File: config.mk
export PLATFORM = sky130hd
export DESIGN_NAME = data_mem_requester
export DESIGN_NICKNAME = d
export VERILOG_FILES = /design/src/rtl/data_mem_requester.sv
export SDC_FILE = /design/constraint.sdc
export NUM_CORES = 1
export LEC_CHECK = 0
export ABC_AREA = 1
export CAP_MARGIN = 0
export CELL_PAD_IN_SITES_DETAIL_PLACEMENT = 1
export CELL_PAD_IN_SITES_GLOBAL_PLACEMENT = 2
export CORE_MARGIN = 3
export CORE_UTILIZATION = 20
export CTS_CLUSTER_DIAMETER = 150
export DETAILED_ROUTE_END_ITERATION = 16
export PLACE_DENSITY_LB_ADDON = 0.1
export SYNTH_ARGS = -nofsm -noshare
export SYNTH_HDL_FRONTEND = slang
export SYNTH_SLANG_ARGS = --single-unit
File: constraint.sdc
create_clock -name clk -period 1.35 [get_ports clk]
set_input_delay 0.2025 -clock clk [delete_from_list [all_inputs] [get_ports clk]]
set_output_delay 0.2025 -clock clk [all_outputs]
set_load 0.02 [all_outputs]
File: src/rtl/data_mem_requester.sv
// data_mem_requester: single-outstanding load/store sequencer for a 16-bit big-endian data memory,
// adding byte stores via read-modify-write, byte loads with optional sign extension and misalignment errors.
module data_mem_requester #(
    parameter int unsigned ADDR_WIDTH = 16
) (
    input  logic                  clk,
    input  logic                  rst,
    input  logic                  req_valid_i,
    output logic                  req_ready_o,
    input  logic                  req_wr_i,
    input  logic                  req_byte_i,
    input  logic                  req_sext_i,
    input  logic [ADDR_WIDTH-1:0] req_addr_i,
    input  logic [15:0]           req_wdata_i,
    output logic                  resp_valid_o,
    input  logic                  resp_ready_i,
    output logic [15:0]           resp_rdata_o,
    output logic                  resp_err_o,
    output logic [ADDR_WIDTH-1:0] mem_addr_o,
    output logic                  mem_enable_o,
    output logic                  mem_wr_o,
    output logic [15:0]           mem_wdata_o,
    input  logic [15:0]           mem_rdata_i
);
    typedef enum logic [1:0] {IDLE, RD, WR, RESP} state_t;

    state_t                state_q, state_d;
    logic                  wr_q, wr_d, byte_q, byte_d, sext_q, sext_d, err_q, err_d;
    logic [ADDR_WIDTH-1:0] addr_q, addr_d;
    logic [15:0]           wdata_q, wdata_d, word_q, word_d;
    logic [7:0]            lane;
    logic [15:0]           load_data, merged;

    always_ff @(posedge clk) begin
        if (rst) begin
            state_q <= IDLE;
            wr_q    <= 1'b0;
            byte_q  <= 1'b0;
            sext_q  <= 1'b0;
            err_q   <= 1'b0;
            addr_q  <= '0;
            wdata_q <= '0;
            word_q  <= '0;
        end else begin
            state_q <= state_d;
            wr_q    <= wr_d;
            byte_q  <= byte_d;
            sext_q  <= sext_d;
            err_q   <= err_d;
            addr_q  <= addr_d;
            wdata_q <= wdata_d;
            word_q  <= word_d;
        end
    end

    always_comb begin
        state_d = state_q;
        wr_d    = wr_q;
        byte_d  = byte_q;
        sext_d  = sext_q;
        err_d   = err_q;
        addr_d  = addr_q;
        wdata_d = wdata_q;
        word_d  = word_q;
        case (state_q)
            IDLE: if (req_valid_i && req_ready_o) begin
                wr_d    = req_wr_i;
                byte_d  = req_byte_i;
                sext_d  = req_sext_i;
                addr_d  = req_addr_i;
                wdata_d = req_wdata_i;
                word_d  = '0;
                err_d   = ~req_byte_i & req_addr_i[0];
                state_d = err_d ? RESP : (req_wr_i && !req_byte_i) ? WR : RD;
            end
            RD: begin
                word_d  = mem_rdata_i;
                state_d = wr_q ? WR : RESP;
            end
            WR:   state_d = RESP;
            RESP: state_d = resp_ready_i ? IDLE : RESP;
        endcase
    end

    // Big-endian lanes: even address is the high byte.
    assign lane      = addr_q[0] ? word_q[7:0] : word_q[15:8];
    assign load_data = byte_q ? {{8{sext_q & lane[7]}}, lane} : word_q;
    assign merged    = addr_q[0] ? {word_q[15:8], wdata_q[7:0]} : {wdata_q[7:0], word_q[7:0]};

    // Everything visible is gated by ~rst so a reset cycle can never write memory.
    assign req_ready_o  = ~rst & (state_q == IDLE);
    assign mem_enable_o = ~rst & (state_q == RD || state_q == WR);
    assign mem_wr_o     = ~rst & (state_q == WR);
    assign mem_addr_o   = mem_enable_o ? {addr_q[ADDR_WIDTH-1:1], 1'b0} : '0;
    assign mem_wdata_o  = mem_wr_o ? (byte_q ? merged : wdata_q) : '0;
    assign resp_valid_o = ~rst & (state_q == RESP);
    assign resp_rdata_o = (resp_valid_o && !wr_q) ? load_data : '0;
    assign resp_err_o   = resp_valid_o & err_q;
endmodule

## Word-level counts from Yosys, hierarchy flattened

Index checks and enable logic that the tools add are counted.

- Bits in registers: 54
- Latch bits: 0
- Memory bits (writable): 0
- Bits in read-only memories: 0
- Output and inout bits: 53
- Word-level logic and storage cells: 46
- Memories kept: 0

- $add $sub $neg: 0
- $mul: 0
- Divide/modulo/power cells: 0
- Magnitude comparators: 0
- Equal/unequal tests: 4
- Shift operators: 0
- Muxes and demuxes: 15
- Bitwise logic cells: 9
- Reductions and logical operators: 10

Operator list:

| kind | count |
|---|---|
| 16-bit two-way mux | 7 |
| 16-bit case mux with 2 select lines | 1 |
| 2-bit two-way mux | 4 |
| 8-bit two-way mux | 1 |
| 2-bit case mux with 4 select lines | 1 |
| 1-bit bitwise AND | 7 |
| 2-bit equality test (second input constant) | 2 |
| 2-bit AND reduction | 2 |
| 1-bit logical AND | 3 |
| 2-bit by 1-bit equality test with 1-bit output (second input constant) | 1 |
| 1-bit logical NOT | 2 |
| 2-bit logical NOT | 1 |
| 2-bit inequality test (second input constant) | 1 |
| 1-bit inverter | 2 |
| 2-bit nonzero test | 1 |
| 1-bit logical OR | 1 |
| 1-bit two-way mux | 1 |

## Depth between registers and ports, before layout

- Word-level depth: 6
- Mapped depth: 9

## Least setup slack after synthesis

OpenSTA, ideal clock, no wires.

- Path type: reg2out
- From: register state_q[0]
- To: output resp_rdata_o[10]
- Data arrival time: 1.687 ns
- Data required time: 1.148 ns
- Path slack: -0.540 ns
- Cell stages (with the launch flop): 8
- Buffers on the path: 0
- Cell sequence: dfxtp_1 ha_1 inv_1 nor2_1 nand2_1 inv_1 nand3_2 a21oi_1

- Word-level cells in the longest chain between the ends: 4

RTL lines:

| element | RTL line | source |
|---|---|---|
| start, declared | 27 | `state_t state_q, state_d;` |
| start signal, assigned | 45 | `state_q <= state_d;` |
| 2-bit equality test | 96 | `assign resp_valid_o = ~rst & (state_q == RESP);` |
| 1-bit bitwise AND | 96 |  |
| named net resp_valid_o | 15 | `output logic resp_valid_o,` |
| 1-bit logical AND | 97 | `assign resp_rdata_o = (resp_valid_o && !wr_q) ? load_data : '0;` |
| 16-bit two-way mux | 97 |  |
| end, declared | 17 | `output logic [15:0] resp_rdata_o,` |

The timed path passes the listed nets, and every way through them passes these cells.

## Final worst setup path

- From: register state_q[0]
- To: output mem_wdata_o[9]

- Word-level cells in the longest chain between the ends: 3

RTL lines:

| element | RTL line | source |
|---|---|---|
| 2-bit equality test | 93 | `assign mem_wr_o = ~rst & (state_q == WR);` |
| 1-bit bitwise AND | 93 |  |
| 16-bit two-way mux | 95 | `assign mem_wdata_o = mem_wr_o ? (byte_q ? merged : wdata_q) : '0;` |
| end, declared | 22 | `output logic [15:0] mem_wdata_o,` |

Every way passes these cells.

==> out/summary.txt <==
Clk slew on worst S/H paths: 0.07 ns
Cell leakage power: 0.00228 uW
Sequential share of power: 24.5%
Worst path most repeated cell: buf_6
Worst setup path start: state_q[0]$_SDFFE_PP0P_
RSZ-0062 raised after global routing: yes
Yosys reg bits: 54
Mapped cell area: 0.00269 mm2
Min-delay src: req_wdata_i[5]
Post-route cell area: 0.00603 mm2
Syn avg cell area: 6.91 um2
Global-route wire length before repair: 19100 um
WS Path Type: register to primary output
WL met2: 6430 um
Total negative slack: -35.58 ns
Crit path DAT: 1.72 ns
Clock network fraction of design power: 15.0%
Logic pwr share: 60.5%
CP startpoint kind: register
# nets final: 624
CTS root buf: clkbuf_16
Switching pwr: 4260 uW
Area leader, netlist: dfxtp_1
CP Capture Type: primary output
CTS max path bufs: 2
CTS Buf Count: 5
Initial antenna violation count: 0
Met1 Routed Length: 5700 um
Post-DP HPWL: 8160 um
Worst r2r src: state_q[1]$_SDFFE_PP0P_
Largest net degree at the start of global routing: 51
Htree depth: 2
P_int: 5620 uW
Number of diodes: 0
Final Max Tran Viols: 0
Flop2flop setup slack: -0.29 ns
Max FO, Critical Path: 4
Failing checks: setup timing
Clk_lat worst skew: 0.30 ns
Metal3 WL: 420 um
IO buf count: 106
Final Setup Violations: 106
Cells along the critical path: inv_4, ha_4, inv_2, nor2_4, clkinvlp_4, buf_6, a21oi_4, buf_6
Worst slack, placed: -0.885 ns
Register area share after synthesis: 40.2%
Row count: 41
Clock Sinks: 54
Power per standard cell area: 1640 mW/mm2
CORE AREA: 0.0129 mm2
# hold bufs at CTS: 0
Max Fclk: 0.520 GHz
Worst vdd ir: 0.813 mV
Final WS setup: -0.572 ns
Outcome: finished, violations left
Die height: 122 um
R2R depth: 10
Die Span X: 122 um
Critical R2R Capture: addr_q[14]$_SDFFE_PP0P_
Final Hold Fails: 0
Wire per inst: 17.2 um
Post-route ant nets: 0
Post-Synthesis Cells: 389
CTS tree: yes
Synth top area share: 40.2%
Synth Warn #: 0
Final critical-path required period: 1.92 ns
Hold Path Cell Cnt: 3
Starting Density: 20.9%
Share of cells above drive strength 1: 52.4%
Tcrit/Tclk final: 142%
Synth Net Count: 450
Aggregate global routing overflow: 0
GRT Total Usage: 16.6%
First DRT Iteration DRCs: 100
Commonest cells after routing, fill and taps aside: buf_6, clkdlybuf4s50_1, dfxtp_1
Top post-synthesis cells by area: dfxtp_1, a21oi_1, o21ai_0
Most common cell after layout, fill and taps aside: buf_6
Vias per Instance: 4.47
Routability congestion estimate: 0.755
Io pins: 108
Clock skew: 0.00604 ns
Sw frac: 43.1%
Hold Path Sink: wdata_q[5]$_SDFFE_PP0P_
Max-cap violations: 0
Critical path required time: 1.15 ns
Area Growth Syn to Fin: 125%
Die ar.: 0.0149 mm2
Library cells used by synthesis: 28
DRC violations left: 0
Routed wire length: 12700 um
Router iterations before antenna repair: 4
Top Layer Used: met4
Crit-path slowest cell: dfxtp_4
DP Area: 0.00458 mm2
Max stage delay on crit path: 0.37 ns
Vias: 3286
Worst Hold Class: input port to register
Vias in the first global route: 3473
==> through the flow <==
stage	cells	util (%)	power, uW	hold WS [ns]
floorplan	389	-	4490	0.272
global placement	690	35.5	6030	0.440
detailed placement	690	35.5	6060	0.450
CTS	724	44.0	9240	0.435
global route	735	46.9	10500	0.448
finish	735	46.9	9880	0.440
==> timing repair <==
action | CTS | global route
setup endpoints to repair | 106 | 106
gates resized for setup | 468 | 53
gates cloned | 9 | 3
pin swaps | 32 | 11
setup buffers | 19 | 9
==> flip-flops by register name, indices dropped and copies added (netlist names) <==
register,count
state_q,2
wr_q,1
wdata_q,16
word_q,16
sext_q,1
addr_q,16
byte_q,1
err_q,1
==> cell type report <==
cell class	count	area, um2
Clock buffer	5	125
Clock inverter	2	38.8
Fill cell	1470	6840
Inverter	42	224
Multi-Input combinational cell	273	2270
Sequential cell	54	1090
Tap cell	172	215
Timing Repair Buffer	184	2040
Timing Repair inverter	3	33.8
==> power groups by stage <==
stage,clock (uW),sequential [uW],combinational (uW)
after floorplan,0,2260,2230
after global placement,0,2360,3670
after detailed placement,0,2370,3690
after CTS,1540,2410,5290
after global routing,1610,2480,6440
final,1480,2420,5970
==> cells in the mapped netlist <==
| library cell | n |
|---|---|
| buf_4 | 3 |
| conb_1 | 1 |
| buf_1 | 3 |
| inv_4 | 1 |
| nand2_4 | 1 |
| nand3_2 | 1 |
| nand2_2 | 1 |
| nor2_1 | 49 |
| nand3_4 | 1 |
| nand3_1 | 20 |
| clkbuf_1 | 8 |
| nor2_2 | 2 |
| dfxtp_1 | 54 |
| inv_1 | 37 |
| inv_2 | 3 |
| ha_1 | 6 |
| clkinv_1 | 1 |
| a21oi_1 | 67 |
| nand4_1 | 1 |
| or2_2 | 1 |
| o21ai_0 | 59 |
| buf_2 | 6 |
| o21ai_1 | 1 |
| buf_6 | 4 |
| o31ai_1 | 2 |
| a21oi_2 | 2 |
| and3_1 | 1 |
| nand2_1 | 53 |
==> worst max-delay path by stage <==
stage | to | slack [ns] | depth (start not counted)
2_1_floorplan | resp_rdata_o[10] | -0.20 | 7
3_3_place_gp | resp_rdata_o[5] | -0.85 | 9
3_5_place_dp | resp_rdata_o[5] | -0.89 | 9
4_1_cts | mem_wdata_o[10] | -0.58 | 8
5_1_grt | mem_wdata_o[9] | -0.64 | 8
6_report | mem_wdata_o[9] | -0.57 | 8
==> logic make-up (layout without fill, tap and decap cells) <==
group	count (synthesis)	count (layout)	synth area share [%]
simple gates	131	135	20.8
other cells	1	1	0.140
flops	54	54	40.2
compound gates	131	131	24.9
buf+inv	66	236	11.1
fa+ha+maj	6	6	2.79
==> per-layer routing <==
metal  vias up  GRT usage (%)
met5         -              0
met4         0           3.50
met3         9           2.92
met2        61           28.3
met1      1586           22.0
li1       1630              -
==> worst max-delay path: cells and delay by family, from the launching register on <==
kind / cells / cell delay [ns]
buffers and inverters: 5 / 0.62
adders and majority gates: 1 / 0.13
DFF: 1 / 0.37
and+or+nand+nor: 1 / 0.17
AOI/OAI and AO/OA: 1 / 0.12
No activity file was read; power rests on OpenSTA's default activity.
